--- src/rtl/if_fetch_unit_pkg.sv ---
// ============================================================================
// if_fetch_unit_pkg
// Shared fetch-stage types and constants: fetch state encoding, default reset
// PC and the NOP word that fills the IF/ID register on a bubble.
// Revision: 1.0 - initial release
// ============================================================================
`default_nettype none

package if_fetch_unit_pkg;

    typedef enum logic [1:0] {
        ST_IDLE  = 2'd0,
        ST_ISSUE = 2'd1,
        ST_WAIT  = 2'd2,
        ST_HOLD  = 2'd3
    } fetch_state_e;

    localparam logic [31:0] c_reset_pc = 32'h0000_3000;
    localparam logic [31:0] c_nop_word = 32'h0000_0000;

endpackage

`default_nettype wire

--- src/rtl/if_fetch_unit.sv ---
// ============================================================================
// if_fetch_unit
// MIPS instruction-fetch stage: owns the PC, keeps one instruction-memory
// request outstanding and drives the IF/ID register (data, En, clr).
// Build option: DELAY_SLOT_EN keeps the word in flight or held at a redirect.
// Revision: 1.0 - initial release
// ============================================================================
`default_nettype none

module if_fetch_unit
    import if_fetch_unit_pkg::*;
#(
    parameter logic [31:0] RESET_PC = c_reset_pc
) (
    input  logic        clk,
    input  logic        reset,
    input  logic        stall_i,
    input  logic        redirect_i,
    input  logic [31:0] redirect_pc_i,
    output logic        imem_req_o,
    output logic [31:0] imem_addr_o,
    input  logic        imem_rvalid_i,
    input  logic [31:0] imem_rdata_i,
    output logic [31:0] pc8_o,
    output logic [31:0] instr_o,
    output logic        if_id_en_o,
    output logic        if_id_clr_o
);

    fetch_state_e state_q, state_d;
    logic [31:0]  pc_q, pc_d;
    logic [31:0]  fpc_q, fpc_d;
    logic [31:0]  hold_instr_q, hold_instr_d;
    logic [31:0]  hold_pc8_q, hold_pc8_d;
    logic         kill_q, kill_d;

    logic         w_req;
    logic         w_deliver;
    logic [31:0]  w_instr;
    logic [31:0]  w_pc8;
    logic [31:0]  w_fpc8;
    logic         w_kill_now;
    logic         w_drop_hold;

    assign w_fpc8 = fpc_q + 32'd8;

`ifdef DELAY_SLOT_EN
    assign w_kill_now  = 1'b0;
    assign w_drop_hold = 1'b0;
`else
    // A redirect in the same cycle as the response kills it just like a registered kill.
    assign w_kill_now  = kill_q | redirect_i;
    assign w_drop_hold = redirect_i;
`endif

    always_comb begin
        state_d      = state_q;
        pc_d         = pc_q;
        fpc_d        = fpc_q;
        hold_instr_d = hold_instr_q;
        hold_pc8_d   = hold_pc8_q;
        kill_d       = kill_q;
        w_req        = 1'b0;
        w_deliver    = 1'b0;
        w_instr      = c_nop_word;
        w_pc8        = 32'h0000_0000;

        case (state_q)
            ST_IDLE: begin
                state_d = ST_ISSUE;
            end
            ST_ISSUE: begin
                if (redirect_i) begin
                    pc_d = redirect_pc_i;
                end else begin
                    w_req   = 1'b1;
                    fpc_d   = pc_q;
                    pc_d    = pc_q + 32'd4;
                    state_d = ST_WAIT;
                end
            end
            ST_WAIT: begin
                if (redirect_i) begin
                    pc_d = redirect_pc_i;
`ifndef DELAY_SLOT_EN
                    kill_d = 1'b1;
`endif
                end
                if (imem_rvalid_i) begin
                    if (w_kill_now) begin
                        kill_d  = 1'b0;
                        state_d = ST_ISSUE;
                    end else if (!stall_i) begin
                        w_deliver = 1'b1;
                        w_instr   = imem_rdata_i;
                        w_pc8     = w_fpc8;
                        state_d   = ST_ISSUE;
                    end else begin
                        hold_instr_d = imem_rdata_i;
                        hold_pc8_d   = w_fpc8;
                        state_d      = ST_HOLD;
                    end
                end
            end
            ST_HOLD: begin
                if (redirect_i) begin
                    pc_d = redirect_pc_i;
                end
                if (!stall_i) begin
                    state_d = ST_ISSUE;
                    if (!w_drop_hold) begin
                        w_deliver = 1'b1;
                        w_instr   = hold_instr_q;
                        w_pc8     = hold_pc8_q;
                    end
                end
            end
            default: begin
                state_d = ST_IDLE;
            end
        endcase
    end

    always_ff @(posedge clk) begin
        if (reset) begin
            state_q      <= ST_IDLE;
            pc_q         <= RESET_PC;
            fpc_q        <= 32'h0000_0000;
            hold_instr_q <= 32'h0000_0000;
            hold_pc8_q   <= 32'h0000_0000;
            kill_q       <= 1'b0;
        end else begin
            state_q      <= state_d;
            pc_q         <= pc_d;
            fpc_q        <= fpc_d;
            hold_instr_q <= hold_instr_d;
            hold_pc8_q   <= hold_pc8_d;
            kill_q       <= kill_d;
        end
    end

    // Outputs are forced low in reset; IF/ID clears on its own reset.
    assign imem_req_o  = !reset && w_req;
    assign imem_addr_o = (!reset && state_q == ST_ISSUE) ? pc_q : 32'h0000_0000;
    assign if_id_en_o  = !reset && w_deliver;
    assign if_id_clr_o = !reset && !stall_i && !w_deliver;
    assign instr_o     = reset ? c_nop_word : w_instr;
    assign pc8_o       = reset ? 32'h0000_0000 : w_pc8;

endmodule

`default_nettype wire

--- config.mk ---
export PLATFORM = sky130hd
export DESIGN_NAME = if_fetch_unit
export DESIGN_NICKNAME = d
export VERILOG_FILES = /design/src/rtl/if_fetch_unit_pkg.sv /design/src/rtl/if_fetch_unit.sv
export SDC_FILE = /design/constraint.sdc
export NUM_CORES = 1
export LEC_CHECK = 0
export ABC_AREA = 1
export ABC_CLOCK_PERIOD_IN_PS = 1500
export CAP_MARGIN = 30
export CORE_MARGIN = 10
export CORE_UTILIZATION = 25
export DETAILED_ROUTE_END_ITERATION = 12
export PLACE_DENSITY = 0.56
export SYNTH_ARGS = -nofsm -noshare
export SYNTH_HDL_FRONTEND = slang
export SYNTH_SLANG_ARGS = --single-unit
export TNS_END_PERCENT = 10
--- constraint.sdc ---
create_clock -name clk -period 1.5 [get_ports clk]
set_input_delay 0.225 -clock clk [delete_from_list [all_inputs] [get_ports clk]]
set_output_delay 0.225 -clock clk [all_outputs]
set_load 0.01 [all_outputs]
==> metrics.cfg <==
[placed_design]
placed_cell_area_um2 = 11300
dp.final_hpwl_mm = 22.4
port_buffers = 167
pre_cts_slack_ns = -1.02
placed_cells = 1904
place_congestion = 0.893

[setup_path]
reg2reg_slack_ns = -0.25
path_cells = ha_4 -> nand2_4 -> nor2_4 -> nand3b_4 -> nor2_4 -> xor2_2 -> nand2_1 -> a21oi_2 -> buf_2
slowest_stage = dfxtp_4
endpoint_kind = output port
worstSetupStartpointType = flip-flop
cp_common_cell = nor2_4
critPathKind = reg2out
slowest_delay_ns = 0.36
cp.arrival_ns = 2.01
rr_worst_depth = 12
rr_endpoint = pc_q[9]
cp.required_ns = 1.27
timing.rr.start = state_q[0]
path_max_fanout = 5

[grt]
antenna_found_initial = 1
track_usage_pct = 15.3
grt_pass1_vias = 8698
grt_overflow = 0
grt_max_degree = 57
grt_pass1_wl_mm = 47.8

[synthesis]
ys_seq_area_share_pct = 34.0
syn-cell-area_um2 = 7720
synth_cells = 1225
synth_edf_count = 0
async_flop_share_pct = 0
synth_xor_area_share_pct = 1.36
synthMuxAreaShare_pct = 0
syn-num-nets = 1300
avgSynthCellArea_um2 = 6.31
synthSimpleGateAreaFrac_pct = 33.6
ys_ff_latch = 131
ys.flop_type = dfxtp_1
yosysUniqueCellTypes = 43
synth_compound_area_share_pct = 20.8
synthAdderAreaFrac_pct = 0.972
yosys_warnings = 0
synth_top_family_by_area = simple AND/OR/NAND/NOR gates

[routing]
route.detailed.wl_per_inst_um = 15.6
wl_met3_mm = 1.57
ant_nets = 0
top_layer = met5
drt_iter0_markers = 507
vias = 9073
wl_mm = 30.7
vias_per_cell = 4.62
drc = 0
first_pass_iters = 5
route.met2.wl_mm = 14.1
m1WireLength_mm = 14.5

[clocking]
cts_root_buf = clkbuf_16
ctsLongestPathBuffers = 2
cts_tree = yes
cts-htree-levels = 4
cts_sinks = 131
ctsHoldBuffers = 0
clk_latency_ns = 0.43
cts.clk_slew.worst_paths_ns = 0.06
cts_buffers = 17

[timing]
setup_viol = 195
worstMarginPinSlew_ns = 0.466
tns_ns = -60.72
grt_setup_unrepaired = yes
finalHoldViolCount = 0
period_share_pct = 149
drv_slew = 0
slew_headroom_pct = 68.7
finalWorstSetupSlack_ns = -0.740
fin_skew_ns = 0.0133
fin_crit_ns = 2.24
max_freq_mhz = 446

[finish]
stdcell_count = 1965
final_util_pct = 41.4
finalInstanceArea_um2 = 12600
final_common_cell = nor2_1
layout-drive-gt1-share_pct = 35.6
register_area_um2 = 2670
fin_nets = 1631
nFillCells = 3199
final_cell_mix = nor2_1 (224), nand2_1 (215), buf_4 (166)
diodes = 0
areaGrowthSynthToFinish_pct = 63.4
multi_input_area_um2 = 5120

[power]
p_comb_share_pct = 30.4
power_density_nw_per_um2 = 959
netSwitchingFraction_pct = 34.5
power.switching_w = 0.00418
seq_power_share_pct = 35.3
p_int_w = 0.00792
pwr-share-clk_pct = 34.3
p_leak_nw = 5.32
vdd_drop_max_mv = 0.755

[outcome]
outcome = finished with violations
failed_checks = setup timing

[floorplan]
core_region_area_um2 = 30500
die_x_um = 196
dieArea_um2 = 38300
start_util_pct = 25.3
die_h_um = 196
rows = 64
ios = 168

[job]
max-cap-violations = 0

[worst_hold_path]
worstHoldPathCells = 3
min_path_type = in2reg
hold_end = state_q[0]
min_from = reset

-- cells in the mapped netlist, types with 6 or more instances --
cell	instances	share of area [%]
a21oi_1	108	7.0
a22oi_1	38	3.7
buf_2	18	1.2
buf_4	12	1.2
clkbuf_1	35	1.7
dfxtp_1	131	34
ha_1	6	0.97
inv_1	95	4.6
nand2_1	252	12
nand2_2	6	0.49
nand3_1	54	3.5
nand4_1	10	0.81
nor2_1	257	12
nor2_2	7	0.57
nor2_4	8	1.2
nor3_1	6	0.39
o21ai_0	117	7.6
xor2_1	7	0.79
-- metrics by stage --
step,power [W],hold WS (ns)
after floorplan,0.00584,0.360
after global placement,0.00756,0.469
after detailed placement,0.00759,0.476
after CTS,0.0119,0.184
after global routing,0.0128,0.207
final,0.0121,0.212
-- worst max-delay path by stage --
| stage | from | endpoint | slack (ns) | cells past startpoint |
|---|---|---|---|---|
| 6_report | fpc_q[4] | pc8_o[21] | -0.74 | 9 |
| 2_1_floorplan | fpc_q[4] | pc8_o[21] | -0.07 | 8 |
| 3_5_place_dp | redirect_i | pc8_o[20] | -1.02 | 7 |
| 4_1_cts | state_q[0] | pc8_o[8] | -0.74 | 10 |
| 5_1_grt | fpc_q[4] | pc8_o[21] | -0.82 | 9 |
| 3_3_place_gp | redirect_i | pc8_o[20] | -1.01 | 7 |
-- worst max-delay path, delay by kind of cell (launching register included) --
| family | cells | cell delay (ns) |
|---|---|---|
| adder cells (fa/ha/maj) | 1 | 0.14 |
| AND/OR/NAND/NOR | 5 | 0.60 |
| flip-flops | 1 | 0.36 |
| XOR/XNOR | 1 | 0.21 |
| AO/OA/AOI/OAI | 1 | 0.13 |
| buffers and inverters | 1 | 0.16 |
-- flip-flops by register name, summed over array words and instances, names as in the netlist --
signal and cells:
hold_instr_q 32, fpc_q 32, hold_pc8_q 32, kill_q 1, state_q 2, pc_q 32
-- cell families (layout without fill, tap and decap cells) --
| logic type | Yosys count | after routing |
|---|---|---|
| fa+ha+maj | 6 | 6 |
| buf+inv | 169 | 513 |
| flops | 131 | 131 |
| xor+xnor | 12 | 12 |
| simple gates | 617 | 617 |
| compound gates | 290 | 290 |
-- layout make-up --
| cell class | instances | area share, % |
|---|---|---|
| Inverter | 100 | 3.09 |
| Multi-Input combinational cell | 925 | 40.6 |
| Clock inverter | 14 | 1.13 |
| Timing Repair Buffer | 380 | 26.7 |
| Timing Repair inverter | 1 | 0.0694 |
| Tap cell | 396 | 3.93 |
| Sequential cell | 131 | 21.1 |
| Clock buffer | 18 | 3.40 |
-- repair_timing --
item / CTS / global route
gates resized for setup: 509 / 160
buffers inserted: 14 / 7
endpoints found under the setup margin: 187 / 227
pin swaps: 25 / 36
gates cloned: 7 / 2
-- power by group through the flow --
| stage | combinational (W) | clock (W) | sequential, W |
|---|---|---|---|
| final | 0.00368 | 0.00415 | 0.00427 |
| after global routing | 0.00404 | 0.00439 | 0.00432 |
| after CTS | 0.00347 | 0.00425 | 0.00423 |
| after detailed placement | 0.00330 | 0 | 0.00429 |
| after global placement | 0.00327 | 0 | 0.00428 |
| after floorplan | 0.00162 | 0 | 0.00422 |
-- routing by layer --
layer	global-route usage, %	vias to the layer above
met5	0	-
met4	3.93	2
met3	3.17	30
met2	24.2	227
met1	20.6	4141
li1	-	4673
Power figures use the tool's default switching activity.
==> variant: new RTL, same settings <==
Add a define of `DELAY_SLOT_EN`.
--- a/src/rtl/if_fetch_unit.sv
+++ b/src/rtl/if_fetch_unit.sv
@@ -6,6 +6,8 @@
 // Revision: 1.0 - initial release
 // ============================================================================
 `default_nettype none
+
+`define DELAY_SLOT_EN
 
 module if_fetch_unit
     import if_fetch_unit_pkg::*;
Behaviour: not the same (a bounded check fails within 4 cycles, from zero or initial values and one cycle with reset high).
==> variant against the original RTL <==
The run still ends with setup timing left; hold slack gained 0.20 ns; routed wire length is 5.0% higher; final area decreased by 1.6%; first-iteration DRC count rose by 17%; worst setup slack better by 0.055 ns; clock power decreased by 1%; total power rose by 25%; area after synthesis hardly changed; sequential cell count fell by 1; register-to-register slack worse by 0.04 ns; critical endpoint unchanged.
==> variant: results (changes against the original RTL) <==
| Metric | Value |
|---|---|
| PostCTS Resize Cnt | `542 (+6.5%)` |
| Post-Syn Nets | `1336 (+2.8%)` |
| Setup WS pre-CTS | `-0.9193 ns (+0.09937 ns)` |
| Finish-stage setup viols | `152 (-22%)` |
| Final worst slack | `-0.6849 ns (+0.05478 ns)` |
| GRT met3 Usage | `2.796% (-0.38 points)` |
| Count of cell types in the netlist | `45 (+4.7%)` |
| Mean Syn Cell Area | `6.120 um^2 (-2.9%)` |
| Number of global-route vias before repair | `8828 (+1.5%)` |
| Top post-synthesis cells by area | `dfxtp_1 (34%), nand2_1 (16%), nor2_1 (11%), a21oi_1 (9.5%), o21ai_0 (7.5%)` |
| Comb pwr | `6.19 mW (+68%)` |
| Initial antenna violation count | `0 (-1)` |
| Top Layer Used | `met4` |
| 1st-iter DRT viols | `593 (+17%)` |
| Post-synthesis xor/xnor area fraction | `1.459% (+0.098 points)` |
| Top power group | `combinational logic` |
| Pin count of the biggest net entering global routing | `61 (+7.0%)` |
| Slowest-stage cell, CP | `dfxtp_2` |
| Total GRT Usage | `15.64% (+0.35 points)` |
| Violated checks | `setup timing` |
| Global-route wire length before repair | `48760 um (+1.9%)` |
| Met1 GRT Util | `21.30% (+0.69 points)` |
| Routed wl met3 | `1577 um (+0.19%)` |
| Seq/Total Area, Yosys | `33.72% (-0.23 points)` |
| Top post-synthesis cells by count | `nand2_1 (335), nor2_1 (216), a21oi_1 (146), dfxtp_1 (130), o21ai_0 (115)` |
| Placed inst area | `0.01114 mm^2 (-0.97%)` |
| Drt total wl | `32210 um (+5.0%)` |
| Placed insts | `1927 (+1.2%)` |
| Switching Share | `38.24% (+3.7 points)` |
| Wire length on met2 | `14950 um (+6.3%)` |
| Outcome | `complete, but fails checks` |
| Vias/cell | `4.652 (+0.76%)` |
| Final Wtd Congestion | `0.8735 (-2.2%)` |
| Tot Pwr | `15.12 mW (+25%)` |
| Setup_tns | `-58.01 ns (+2.707 ns)` |
variant: changes by cell type after synthesis, moves of 6 or more:
cell	unedited run	this run
a21oi_1	108	146
a22oi_1	38	1
buf_4	12	5
clkbuf_1	35	41
inv_1	95	85
nand2_1	252	335
nor2_1	257	216
variant: cell type report:
type / count / area, um^2 / area share, %
clock inverters: 13 / 126.4 / 1.018
well taps: 396 / 495.5 / 3.991
multi-input cells: 968 / 5157 / 41.54
clock buffers: 19 / 452.9 / 3.648
inverters: 95 / 374.1 / 3.013
repair buffers: 370 / 3164 / 25.49
flip-flops and latches: 130 / 2645 / 21.30
variant: path summary, 6_finish.rpt:
check	startpoint	cells after the start	endpoint
worst max-delay path	fpc_q[4]$_SDFFE_PP0P_	10	pc8_o[21]
worst min-delay path	imem_rdata_i[0]	3	hold_instr_q[0]$_SDFFE_PP0P_
worst max register to register	state_q[0]$_SDFFE_PP0P_	13	pc_q[11]$_SDFFE_PP0P_
worst min register to register	pc_q[31]$_SDFFE_PP0P_	2	pc_q[31]$_SDFFE_PP0P_
